===== src/rtl/line_follow_ctrl_if.sv =====
// ---------------------------------------------------------------------------
// line_follow_ctrl_if
// Bundles the run request, track sensor, ultrasonic distance and the motor
// decision outputs of line_follow_ctrl into one interface.
//   master : drives enable, track, distance, dist_valid; observes outputs
//   slave  : the controller; receives inputs, drives mode/state/obstacle/lost
// Signals:
//   enable     run request, level-sensitive
//   track      raw sensor bits, 1 = line seen (asynchronous to clk)
//   distance   ultrasonic distance in cm, valid with dist_valid
//   dist_valid one-cycle strobe marking a new distance
//   mode       motor mode (0 STOP .. 5 SHARP_RIGHT)
//   state      controller state (0 IDLE .. 5 HALT)
//   obstacle   filtered obstacle flag
//   lost       high while holding or searching for a lost line
// ---------------------------------------------------------------------------
`timescale 1ns/1ps
interface line_follow_ctrl_if #(
   parameter int N_TRACK = 3,
   parameter int DIST_W  = 20
);
   logic               enable;
   logic [N_TRACK-1:0] track;
   logic [DIST_W-1:0]  distance;
   logic               dist_valid;
   logic [2:0]         mode;
   logic [2:0]         state;
   logic               obstacle;
   logic               lost;

   modport master (
      output enable, track, distance, dist_valid,
      input  mode, state, obstacle, lost
   );

   modport slave (
      input  enable, track, distance, dist_valid,
      output mode, state, obstacle, lost
   );
endinterface


===== src/rtl/line_follow_ctrl.sv =====
// ---------------------------------------------------------------------------
// line_follow_ctrl
// Top-level motor decision logic for the line-following car. Fuses an
// N_TRACK-channel track sensor (synchronised and debounced) with ultrasonic
// distance readings (hysteresis plus a no-echo watchdog) and drives a
// registered 3-bit motor mode through a follow / blocked / lost-line
// recovery state machine.
// Ports:
//   clk  system clock
//   rst  asynchronous, active-low reset
//   bus  line_follow_ctrl_if.slave (enable, track, distance, dist_valid in;
//        mode, state, obstacle, lost out -- all outputs registered)
// ---------------------------------------------------------------------------
`timescale 1ns/1ps
module line_follow_ctrl #(
   parameter int N_TRACK        = 3,
   parameter int DIST_W         = 20,
   parameter int STOP_DIST      = 15,
   parameter int GO_DIST        = 20,
   parameter int FILT_LEN       = 16,
   parameter int LOST_TIMEOUT   = 5000000,
   parameter int SEARCH_TIMEOUT = 200000000,
   parameter int SONIC_TIMEOUT  = 20000000
) (
   input  logic               clk,
   input  logic               rst,
   line_follow_ctrl_if.slave  bus
);

   localparam int C       = N_TRACK / 2;
   localparam int FCNT_W  = $clog2(FILT_LEN + 1);
   localparam int WD_W    = $clog2(SONIC_TIMEOUT + 1);
   localparam int TMR_MAX = (SEARCH_TIMEOUT > LOST_TIMEOUT) ? SEARCH_TIMEOUT : LOST_TIMEOUT;
   localparam int TMR_W   = $clog2(TMR_MAX + 1);

   localparam logic [FCNT_W-1:0] FILT_MAX   = FCNT_W'(FILT_LEN);
   localparam logic [WD_W-1:0]   WD_MAX     = WD_W'(SONIC_TIMEOUT);
   localparam logic [WD_W-1:0]   WD_TRIP    = WD_W'(SONIC_TIMEOUT - 1);
   localparam logic [TMR_W-1:0]  LOST_END   = TMR_W'(LOST_TIMEOUT - 1);
   localparam logic [TMR_W-1:0]  SEARCH_END = TMR_W'(SEARCH_TIMEOUT - 1);
   localparam logic [DIST_W-1:0] STOP_LIM   = DIST_W'(STOP_DIST);
   localparam logic [DIST_W-1:0] GO_LIM     = DIST_W'(GO_DIST);

   // Motor modes; M_NONE is only a classification result, never driven out.
   localparam logic [2:0] M_STOP        = 3'd0;
   localparam logic [2:0] M_FWD         = 3'd1;
   localparam logic [2:0] M_LEFT        = 3'd2;
   localparam logic [2:0] M_RIGHT       = 3'd3;
   localparam logic [2:0] M_SHARP_LEFT  = 3'd4;
   localparam logic [2:0] M_SHARP_RIGHT = 3'd5;
   localparam logic [2:0] M_NONE        = 3'd7;

   localparam logic DIR_LEFT  = 1'b0;
   localparam logic DIR_RIGHT = 1'b1;

   typedef enum logic [2:0] {
      S_IDLE      = 3'd0,
      S_FOLLOW    = 3'd1,
      S_BLOCKED   = 3'd2,
      S_LOST_HOLD = 3'd3,
      S_SEARCH    = 3'd4,
      S_HALT      = 3'd5
   } state_t;

   // Spin toward the side the line was last seen on.
   function automatic logic [2:0] search_mode(input logic dir);
      if (dir == DIR_LEFT) begin
         search_mode = M_SHARP_LEFT;
      end else begin
         search_mode = M_SHARP_RIGHT;
      end
   endfunction

   logic [N_TRACK-1:0] s1_q, s1_d, s2_q, s2_d;
   logic [N_TRACK-1:0] cand_q, cand_d, track_f_q, track_f_d;
   logic [FCNT_W-1:0]  fcnt_q, fcnt_d;
   logic [WD_W-1:0]    wd_q, wd_d;
   logic               obst_q, obst_d;
   state_t             state_q, state_d;
   logic [2:0]         mode_q, mode_d;
   logic               lost_q, lost_d;
   logic               last_dir_q, last_dir_d;
   logic [TMR_W-1:0]   timer_q, timer_d;
   logic [2:0]         cls;
   logic               side_l, side_r;

   // Synchroniser and debounce: track_f only takes s2 after FILT_LEN equal samples.
   always_comb begin
      s1_d      = bus.track;
      s2_d      = s1_q;
      cand_d    = cand_q;
      fcnt_d    = fcnt_q;
      track_f_d = track_f_q;
      if (s2_q != cand_q) begin
         cand_d = s2_q;
         fcnt_d = FCNT_W'(1);
      end else if (fcnt_q != FILT_MAX) begin
         fcnt_d = fcnt_q + FCNT_W'(1);
      end else begin
         fcnt_d = fcnt_q;
      end
      // The count includes the current cycle, so FILT_LEN=1 is a plain register.
      if (fcnt_d == FILT_MAX) begin
         track_f_d = s2_q;
      end else begin
         track_f_d = track_f_q;
      end
   end

   // Classify the debounced track pattern into a steering request.
   always_comb begin
      side_l = |track_f_q[N_TRACK-1:C+1];
      side_r = |track_f_q[C-1:0];
      cls    = M_NONE;
      if (side_l && !side_r) begin
         cls = (track_f_q[N_TRACK-1] && !track_f_q[C]) ? M_SHARP_LEFT : M_LEFT;
      end else if (side_r && !side_l) begin
         cls = (track_f_q[0] && !track_f_q[C]) ? M_SHARP_RIGHT : M_RIGHT;
      end else if (track_f_q != '0) begin
         cls = M_FWD;
      end else begin
         cls = M_NONE;
      end
   end

   // Obstacle hysteresis and watchdog; distance 0 means no echo and never changes the flag.
   always_comb begin
      obst_d = obst_q;
      wd_d   = wd_q;
      if (bus.dist_valid) begin
         wd_d = '0;
         if (bus.distance == '0) begin
            obst_d = obst_q;
         end else if (bus.distance < STOP_LIM) begin
            obst_d = 1'b1;
         end else if (bus.distance >= GO_LIM) begin
            obst_d = 1'b0;
         end else begin
            obst_d = obst_q;
         end
      end else if (wd_q != WD_MAX) begin
         wd_d = wd_q + WD_W'(1);
         // Trip on the edge where the counter reaches SONIC_TIMEOUT.
         if (wd_q == WD_TRIP) begin
            obst_d = 1'b1;
         end else begin
            obst_d = obst_q;
         end
      end else begin
         wd_d   = wd_q;
         obst_d = obst_q;
      end
   end

   // Controller next state; mode/state/lost are computed together so they change on one edge.
   always_comb begin
      state_d    = state_q;
      mode_d     = mode_q;
      timer_d    = timer_q;
      last_dir_d = last_dir_q;
      if (!bus.enable) begin
         state_d = S_IDLE;
         mode_d  = M_STOP;
         timer_d = '0;
      end else begin
         case (state_q)
            S_IDLE: begin
               state_d = S_FOLLOW;
               mode_d  = M_STOP;
            end
            S_FOLLOW: begin
               if (cls == M_LEFT || cls == M_SHARP_LEFT) begin
                  last_dir_d = DIR_LEFT;
               end else if (cls == M_RIGHT || cls == M_SHARP_RIGHT) begin
                  last_dir_d = DIR_RIGHT;
               end else begin
                  last_dir_d = last_dir_q;
               end
               if (obst_q) begin
                  state_d = S_BLOCKED;
                  mode_d  = M_STOP;
               end else if (cls == M_NONE) begin
                  state_d = S_LOST_HOLD;
                  timer_d = '0;
               end else begin
                  mode_d = cls;
               end
            end
            S_LOST_HOLD: begin
               if (obst_q) begin
                  state_d = S_BLOCKED;
                  mode_d  = M_STOP;
               end else if (cls != M_NONE) begin
                  state_d = S_FOLLOW;
                  mode_d  = cls;
               end else if (timer_q == LOST_END) begin
                  state_d = S_SEARCH;
                  mode_d  = search_mode(last_dir_q);
                  timer_d = '0;
               end else begin
                  timer_d = timer_q + TMR_W'(1);
               end
            end
            S_SEARCH: begin
               if (obst_q) begin
                  state_d = S_BLOCKED;
                  mode_d  = M_STOP;
               end else if (cls != M_NONE) begin
                  state_d = S_FOLLOW;
                  mode_d  = cls;
               end else if (timer_q == SEARCH_END) begin
                  state_d = S_HALT;
                  mode_d  = M_STOP;
               end else begin
                  mode_d  = search_mode(last_dir_q);
                  timer_d = timer_q + TMR_W'(1);
               end
            end
            S_BLOCKED: begin
               // Leave with STOP; FOLLOW picks up the track on the next cycle.
               mode_d = M_STOP;
               if (!obst_q) begin
                  state_d = S_FOLLOW;
               end else begin
                  state_d = S_BLOCKED;
               end
            end
            S_HALT: begin
               state_d = S_HALT;
               mode_d  = M_STOP;
            end
            default: begin
               state_d = S_IDLE;
               mode_d  = M_STOP;
               timer_d = '0;
            end
         endcase
      end
      lost_d = (state_d == S_LOST_HOLD) || (state_d == S_SEARCH);
   end

   // All state registers; reset leaves the car stopped with the obstacle flag fail-safe high.
   always_ff @(posedge clk or negedge rst) begin
      if (!rst) begin
         s1_q       <= '0;
         s2_q       <= '0;
         cand_q     <= '0;
         fcnt_q     <= '0;
         track_f_q  <= '0;
         wd_q       <= '0;
         obst_q     <= 1'b1;
         state_q    <= S_IDLE;
         mode_q     <= M_STOP;
         lost_q     <= 1'b0;
         last_dir_q <= DIR_LEFT;
         timer_q    <= '0;
      end else begin
         s1_q       <= s1_d;
         s2_q       <= s2_d;
         cand_q     <= cand_d;
         fcnt_q     <= fcnt_d;
         track_f_q  <= track_f_d;
         wd_q       <= wd_d;
         obst_q     <= obst_d;
         state_q    <= state_d;
         mode_q     <= mode_d;
         lost_q     <= lost_d;
         last_dir_q <= last_dir_d;
         timer_q    <= timer_d;
      end
   end

   assign bus.mode     = mode_q;
   assign bus.state    = state_q;
   assign bus.obstacle = obst_q;
   assign bus.lost     = lost_q;

endmodule


===== src/flat_wrapper.sv =====
// flat-port wrapper written by rule: the top's interface ports become plain ports
module line_follow_ctrl_flat 
#(
   parameter int N_TRACK        = 3,
   parameter int DIST_W         = 20,
   parameter int STOP_DIST      = 15,
   parameter int GO_DIST        = 20,
   parameter int FILT_LEN       = 16,
   parameter int LOST_TIMEOUT   = 5000000,
   parameter int SEARCH_TIMEOUT = 200000000,
   parameter int SONIC_TIMEOUT  = 20000000
)
  (clk, rst, bus_enable, bus_track, bus_distance, bus_dist_valid, bus_mode, bus_state, bus_obstacle, bus_lost);
  line_follow_ctrl_if #(.N_TRACK(N_TRACK), .DIST_W(DIST_W)) bus_i ();
  input  logic clk;
  input  logic rst;
  input wire logic [$bits(bus_i.enable)-1:0] bus_enable;
  input wire logic [$bits(bus_i.track)-1:0] bus_track;
  input wire logic [$bits(bus_i.distance)-1:0] bus_distance;
  input wire logic [$bits(bus_i.dist_valid)-1:0] bus_dist_valid;
  output wire logic [$bits(bus_i.mode)-1:0] bus_mode;
  output wire logic [$bits(bus_i.state)-1:0] bus_state;
  output wire logic [$bits(bus_i.obstacle)-1:0] bus_obstacle;
  output wire logic [$bits(bus_i.lost)-1:0] bus_lost;
  assign bus_i.enable = bus_enable;
  assign bus_i.track = bus_track;
  assign bus_i.distance = bus_distance;
  assign bus_i.dist_valid = bus_dist_valid;
  assign bus_mode = bus_i.mode;
  assign bus_state = bus_i.state;
  assign bus_obstacle = bus_i.obstacle;
  assign bus_lost = bus_i.lost;
  line_follow_ctrl #(.N_TRACK(N_TRACK), .DIST_W(DIST_W), .STOP_DIST(STOP_DIST), .GO_DIST(GO_DIST), .FILT_LEN(FILT_LEN), .LOST_TIMEOUT(LOST_TIMEOUT), .SEARCH_TIMEOUT(SEARCH_TIMEOUT), .SONIC_TIMEOUT(SONIC_TIMEOUT)) u_core (.clk(clk), .rst(rst), .bus(bus_i));
endmodule

===== config.mk =====
export PLATFORM = sky130hd
export DESIGN_NAME = line_follow_ctrl_flat
export DESIGN_NICKNAME = d
export VERILOG_FILES = /design/src/rtl/line_follow_ctrl_if.sv /design/src/rtl/line_follow_ctrl.sv /design/src/flat_wrapper.sv
export SDC_FILE = /design/constraint.sdc
export NUM_CORES = 1
export LEC_CHECK = 0
export ABC_AREA = 1
export CORE_MARGIN = 2
export CORE_UTILIZATION = 25
export DETAILED_ROUTE_END_ITERATION = 10
export REMOVE_ABC_BUFFERS = 1
export SLEW_MARGIN = 40
export SYNTH_ARGS = -nofsm -noshare
export SYNTH_HDL_FRONTEND = slang
export SYNTH_SLANG_ARGS = --single-unit

===== constraint.sdc =====
create_clock -name clk -period 1.7 [get_ports clk]
set_input_delay 0.34 -clock clk [delete_from_list [all_inputs] [get_ports clk]]
set_output_delay 0.34 -clock clk [all_outputs]
set_load 0.03 [all_outputs]

After elaboration in Yosys (flattened, before gate mapping)
Index checks and enable logic that the tools add are counted.
Widths: inputs -> output; s select.
{"block": "totals", "mem_bits_ro": 0, "latchBits": 0, "elab_cells": 119, "mem_bits_rw": 0, "regBits": 79, "mem_count": 0}
{"block": "classes", "reduce_logical": 21, "shift": 0, "div": 0, "n_bitwise": 0, "n_eq_ne": 32, "muxes": 49, "add_sub_neg": 3, "n_mul": 0, "magnitude_cmp": 2}
{"operator": "$mux 28", "count": 9}
{"operator": "$pmux 28 s4", "count": 1}
{"operator": "$mux 3", "count": 23}
{"operator": "$mux 25", "count": 2}
{"operator": "$add 28x1->28 const B", "count": 1}
{"operator": "$eq 28x23->1 const B", "count": 1}
{"operator": "$eq 28x28->1 const B", "count": 1}
{"operator": "$add 25x1->25 const B", "count": 1}
{"operator": "$eq 25x25->1 const B", "count": 1}
{"operator": "$ne 25x25->1 const B", "count": 1}
{"operator": "$ne 3x3->1 const B", "count": 7}
{"operator": "$ge 20x5->1 const B", "count": 1}
{"operator": "$logic_not 20->1", "count": 1}
{"operator": "$lt 20x4->1 const B", "count": 1}
{"operator": "$eq 3x3->1 const B", "count": 6}
{"operator": "$pmux 3 s6", "count": 1}
{"operator": "$eq 3x2->1 const B", "count": 5}
{"operator": "$mux 5", "count": 2}
{"operator": "$mux 1", "count": 9}
{"operator": "$pmux 3 s3", "count": 1}
{"operator": "$reduce_and 8->1", "count": 1}
{"operator": "$reduce_bool 2->1", "count": 3}
{"operator": "$add 5x1->5 const B", "count": 1}
{"operator": "$eq 5x5->1 const B", "count": 1}
{"operator": "18 further kinds", "count": 26}

Longest topological paths before layout
{"block": "depth", "depth_word": 12, "mapped_depth": 14, "mapped_depth_nobuf": 12}

Least setup slack after synthesis
Ideal clock, no wire load.
{"block": "synth_path", "path_kind": "flip-flop to flip-flop", "from": "register u_core.timer_q[0]", "to": "register u_core.timer_q[4]", "arrival_time_ns": 1.679, "slack_ns": -0.097, "required_time_ns": 1.582, "setup_time_ns": 0.118, "path_stages_with_launch": 13, "cell_sequence": "dfrtp_1 ha_1 nand3_2 inv_2 nand2_4 nor2_4 nand3_1 nand2_2 o21ai_4 inv_4 buf_6 nand2_1 nand2_1"}
{"block": "synth_between", "elab_chain_len": 6, "word_cells_on_any_way": 13, "classes_between": "add/sub (1); eq/ne (3); mux (8); reduce/logical (1)"}
{"element": "start: declaration", "line_no": "line_follow_ctrl.sv:83", "source": "logic [TMR_W-1:0] timer_q, timer_d;"}
{"element": "start signal: assignment", "line_no": "line_follow_ctrl.sv:269", "source": "timer_q <= timer_d;"}
{"element": "$add 28x1->28 or $eq 28x23->1 (tied branches)", "line_no": "line_follow_ctrl.sv:201, line_follow_ctrl.sv:216, line_follow_ctrl.sv:196"}
{"element": "$mux 28, on equally long branches", "line_no": "line_follow_ctrl.sv:211, line_follow_ctrl.sv:196"}
{"element": "$mux 28, on equally long branches", "line_no": "line_follow_ctrl.sv:208, line_follow_ctrl.sv:193"}
{"element": "$mux 28, on equally long branches", "line_no": "line_follow_ctrl.sv:205, line_follow_ctrl.sv:190"}
{"element": "$pmux 28 s4", "line_no": "line_follow_ctrl.sv:166", "source": "case (state_q)"}
{"element": "$mux 28", "line_no": "line_follow_ctrl.sv:161", "source": "if (!bus.enable) begin"}
Several ways; a longest one is shown, not always the timed one. The select of a mux whose other input is x is not followed.
A chain may end at the register's enable or synchronous reset.

Final worst setup path
{"block": "layout_path", "from": "register u_core.wd_q[0]", "to": "register u_core.wd_q[22]"}
{"block": "layout_between", "elab_chain_len": 3, "word_cells_on_any_way": 5, "classes_between": "add/sub (1); eq/ne (1); mux (2); reduce/logical (1)"}
{"element": "start: declaration", "line_no": "line_follow_ctrl.sv:77", "source": "logic [WD_W-1:0] wd_q, wd_d;"}
{"element": "start signal: assignment", "line_no": "line_follow_ctrl.sv:263", "source": "wd_q <= wd_d;"}
{"element": "$add 25x1->25", "line_no": "line_follow_ctrl.sv:142", "source": "wd_d = wd_q + WD_W'(1);"}
{"element": "$mux 25", "line_no": "line_follow_ctrl.sv:141", "source": "end else if (wd_q != WD_MAX) begin"}
{"element": "$mux 25", "line_no": "line_follow_ctrl.sv:130", "source": "if (bus.dist_valid) begin"}
Several ways; a longest one is shown, not always the timed one. The select of a mux whose other input is x is not followed.

==> summary.md <==
## Run status
* outcome: finished with violations
* failing checks: negative setup slack

## Logic synthesis
* share of the yosys chip area belonging to registers: 0.389
* number of synthesized flops with an enable pin: 0
* Seq cells post-synth: 79
* primary flip-flop cell chosen by synthesis mapping: dfrtp_1
* Synthesis Warnings: 0
* post-synthesis average cell area: 6.93 sq um
* FFs w/ async S/R, synth: 1.00
* Mapped Cells: 733
* synthesized cell area: 5080 sq um
* number of different library cells in the post-synthesis netlist: 39

## Floorplan
* height of the chip: 147 um
* Std-Cell Core Area: 20100 sq um
* I/O pin cnt: 35
* die area: 21500 sq um
* Placement Rows: 52
* Starting Density: 0.253
* die outline width: 147 um

## Global routing
* Overflow after GRT: 0
* met3 Track Usage GR: 0.0281
* vias in the first global route: 5166
* number of antenna violations at the first check in global routing: 0
* pin count of the biggest net entering global routing: 37
* global-route layer with the greatest usage: met2
* met1 routing resource usage after global routing: 0.189
* GR Util All Layers: 0.145
* M2 GR Usage: 0.239
* first-pass GRT wire length: 25200 um

## Route
* final WL: 16200 um
* detailed-routing iteration count for the pre-antenna-repair pass: 5
* drt drc: 0
* Via density: 4.74
* post-route ant nets: 0
* detailed-route via count: 5467
* drt wl/cell: 14.0 um
* 1st-iter DRT viols: 437

## Clocking
* Max Buffers Root-to-Sink: 2
* htree depth: 3
* clock root buffer master: clkbuf_16
* number of buffers inserted during clock tree synthesis: 9
* TritonCTS clock tree: done
* clock latency at the later pin of the worst-skew pair: 0.35 ns
* clock sink count: 79
* CTS clk-pin slew, worst paths: 0.06 ns

## Setup path
* worst endpoint required time: 1.93 ns
* register-to-register path setup slack: -0.1 ns
* Worst Setup Path Type: reg2reg
* top fanout value on the critical path: 3
* depth of the most critical reg-to-reg path: 9
* endpoint kind of the worst setup timing path: flip-flop
* WP data arrival: 2.02 ns
* element type at the critical path start: flip-flop

## Flow run
* Max Cap Violations: 0

## Final layout
* top library cells by usage in the layout, fill and taps aside: nand2_1, buf_4, inv_1, dfrtp_1, nor2_1
* fraction of layout instances using a drive strength above 1: 0.302
* multi-input gate area in the final layout: 3130 sq um
* final core area utilization: 0.374
* most common library cell in the layout ignoring fill and taps: nand2_1
* final design area excluding fillers: 7520 sq um
* number of nets in the layout: 915
* footprint of the flip-flops and latches: 1980 sq um
* Area growth syn-to-layout: 48.0%
* Filler Cells Inserted: 1992
* ANT cells: 0

## Timing
* hold slack final: 0.347 ns
* setup repair after global routing missed its margin: true
* fmax: 556 MHz
* max-slew violation count: 0
* min Tclk post-route: 1.80 ns
* Total Negative Setup Slacks: -1.94 ns
* worst rel slew slack: 0.749
* Worst Slack Setup Final: -0.0976 ns
* Slew @ Worst Pin: 0.376 ns
* Post-Route Skew: 0.0101 ns
* Hold Vio Cnt, Final: 0
* final setup violating endpoints: 33
* ratio of final minimum period to clock period: 1.06

## Worst hold path
* Hold Path Stages: 0
* class of the worst hold path: reg2reg

## Placed design
* quantity of I/O buffers inserted on ports: 34
* final weighted congestion of routability-driven global placement: 0.887
* area after detailed placement: 6370 sq um
* Final HPWL DP: 10600 um

## Pwr
* maximum ir drop on the vdd rail: 0.000346 V
* overall power consumption: 4.36 mW
* leakage power: 3.37 nW
* Pwr per Cell Area: 580 nW/um^2

## Yosys cell counts (8+ instances only)
cell type / count / area (sq um)
xor2_1: 17 / 149
ha_1: 8 / 100
clkbuf_1: 8 / 30.0
a21oi_1: 37 / 185
nand3_1: 85 / 425
nand4_1: 16 / 100
nand2_1: 176 / 661
inv_1: 91 / 342
nor3_1: 25 / 125
o21ai_1: 14 / 70.1
o21ai_0: 23 / 115
nor2_1: 96 / 360
dfrtp_1: 78 / 1950
## flip-flops by register name, indices dropped and copies added (netlist names)
register and flops:
u_core.bus.lost 1, u_core.bus.mode 3, u_core.bus.obstacle 1, u_core.bus.state 3, u_core.cand_q 3, u_core.fcnt_q 5, u_core.last_dir_q 1, u_core.s1_q 3
u_core.s2_q 3, u_core.timer_q 28, u_core.track_f_q 3, u_core.wd_q 25
## where the power goes
part / internal (mW) / switching [mW] / leakage, nW
logic: 0.245 / 0.291 / 2.16
registers: 1.91 / 0.0265 / 1.07
clock network: 1.07 / 0.826 / 0.142
## path summary, 6_finish.rpt
kind | from | to
max in group asynchronous | rst | u_core.timer_q[3]$_DFFE_PN0P_
min in group asynchronous | rst | u_core.timer_q[24]$_DFFE_PN0P_
hold reg to reg | u_core.s1_q[2]$_DFF_PN0_ | u_core.s2_q[2]$_DFF_PN0_
hold / removal | u_core.s1_q[2]$_DFF_PN0_ | u_core.s2_q[2]$_DFF_PN0_
setup reg to reg | u_core.wd_q[0]$_DFFE_PN0N_ | u_core.wd_q[22]$_DFFE_PN0N_
setup / recovery | u_core.wd_q[0]$_DFFE_PN0N_ | u_core.wd_q[22]$_DFFE_PN0N_
## area by class of cell
type / instances / share of cell area
Clock buffer: 11 / 0.0336
Sequential cell: 79 / 0.263
Clock inverter: 4 / 0.00416
Tap cell: 270 / 0.0449
Inverter: 95 / 0.0484
Timing Repair Buffer: 156 / 0.189
Multi-Input combinational cell: 539 / 0.416
## kinds of logic after synthesis
kind of cell | Yosys count | synth area share
DFF | 79 | 0.389
buffers and inverters | 115 | 0.0953
AOI/OAI and AO/OA | 83 | 0.0882
xor gates and xnor gates | 23 | 0.0396
and+or+nand+nor | 425 | 0.368
adders and majority gates | 8 | 0.0197
## metrics by stage
step,instances,setup WS [ns]
after global routing,1154,-0.229
after floorplan,713,-0.593
after global placement,1110,-0.0562
after detailed placement,1110,-0.0965
final,1154,-0.0976
after CTS,1142,-0.0139
## critical path: stages (launching register included)
cell and delay [ns]:
dfrtp_1 0.42, ha_4 0.17, nand3_4 0.08, nor2_4 0.13, nand3_4 0.12, inv_4 0.09
nand3_4 0.08, nand3b_1 0.25, o21ai_0 0.29, a21oi_2 0.05
## per-layer routing
layer | vias up | routed length, um
li1 | 2677 | -
met1 | 2591 | 7110
met2 | 167 | 7940
met3 | 32 | 742
met4 | 0 | 406
met5 | - | 0
## what timing repair did
item,CTS,global route
hold endpoints to repair,20,0
hold buffers,1,0
endpoints found under the setup margin,43,57
buffers inserted,14,7
gates resized for setup,38,120
pin swaps,8,36
cloned,2,5
Power figures use the tool's default switching activity.
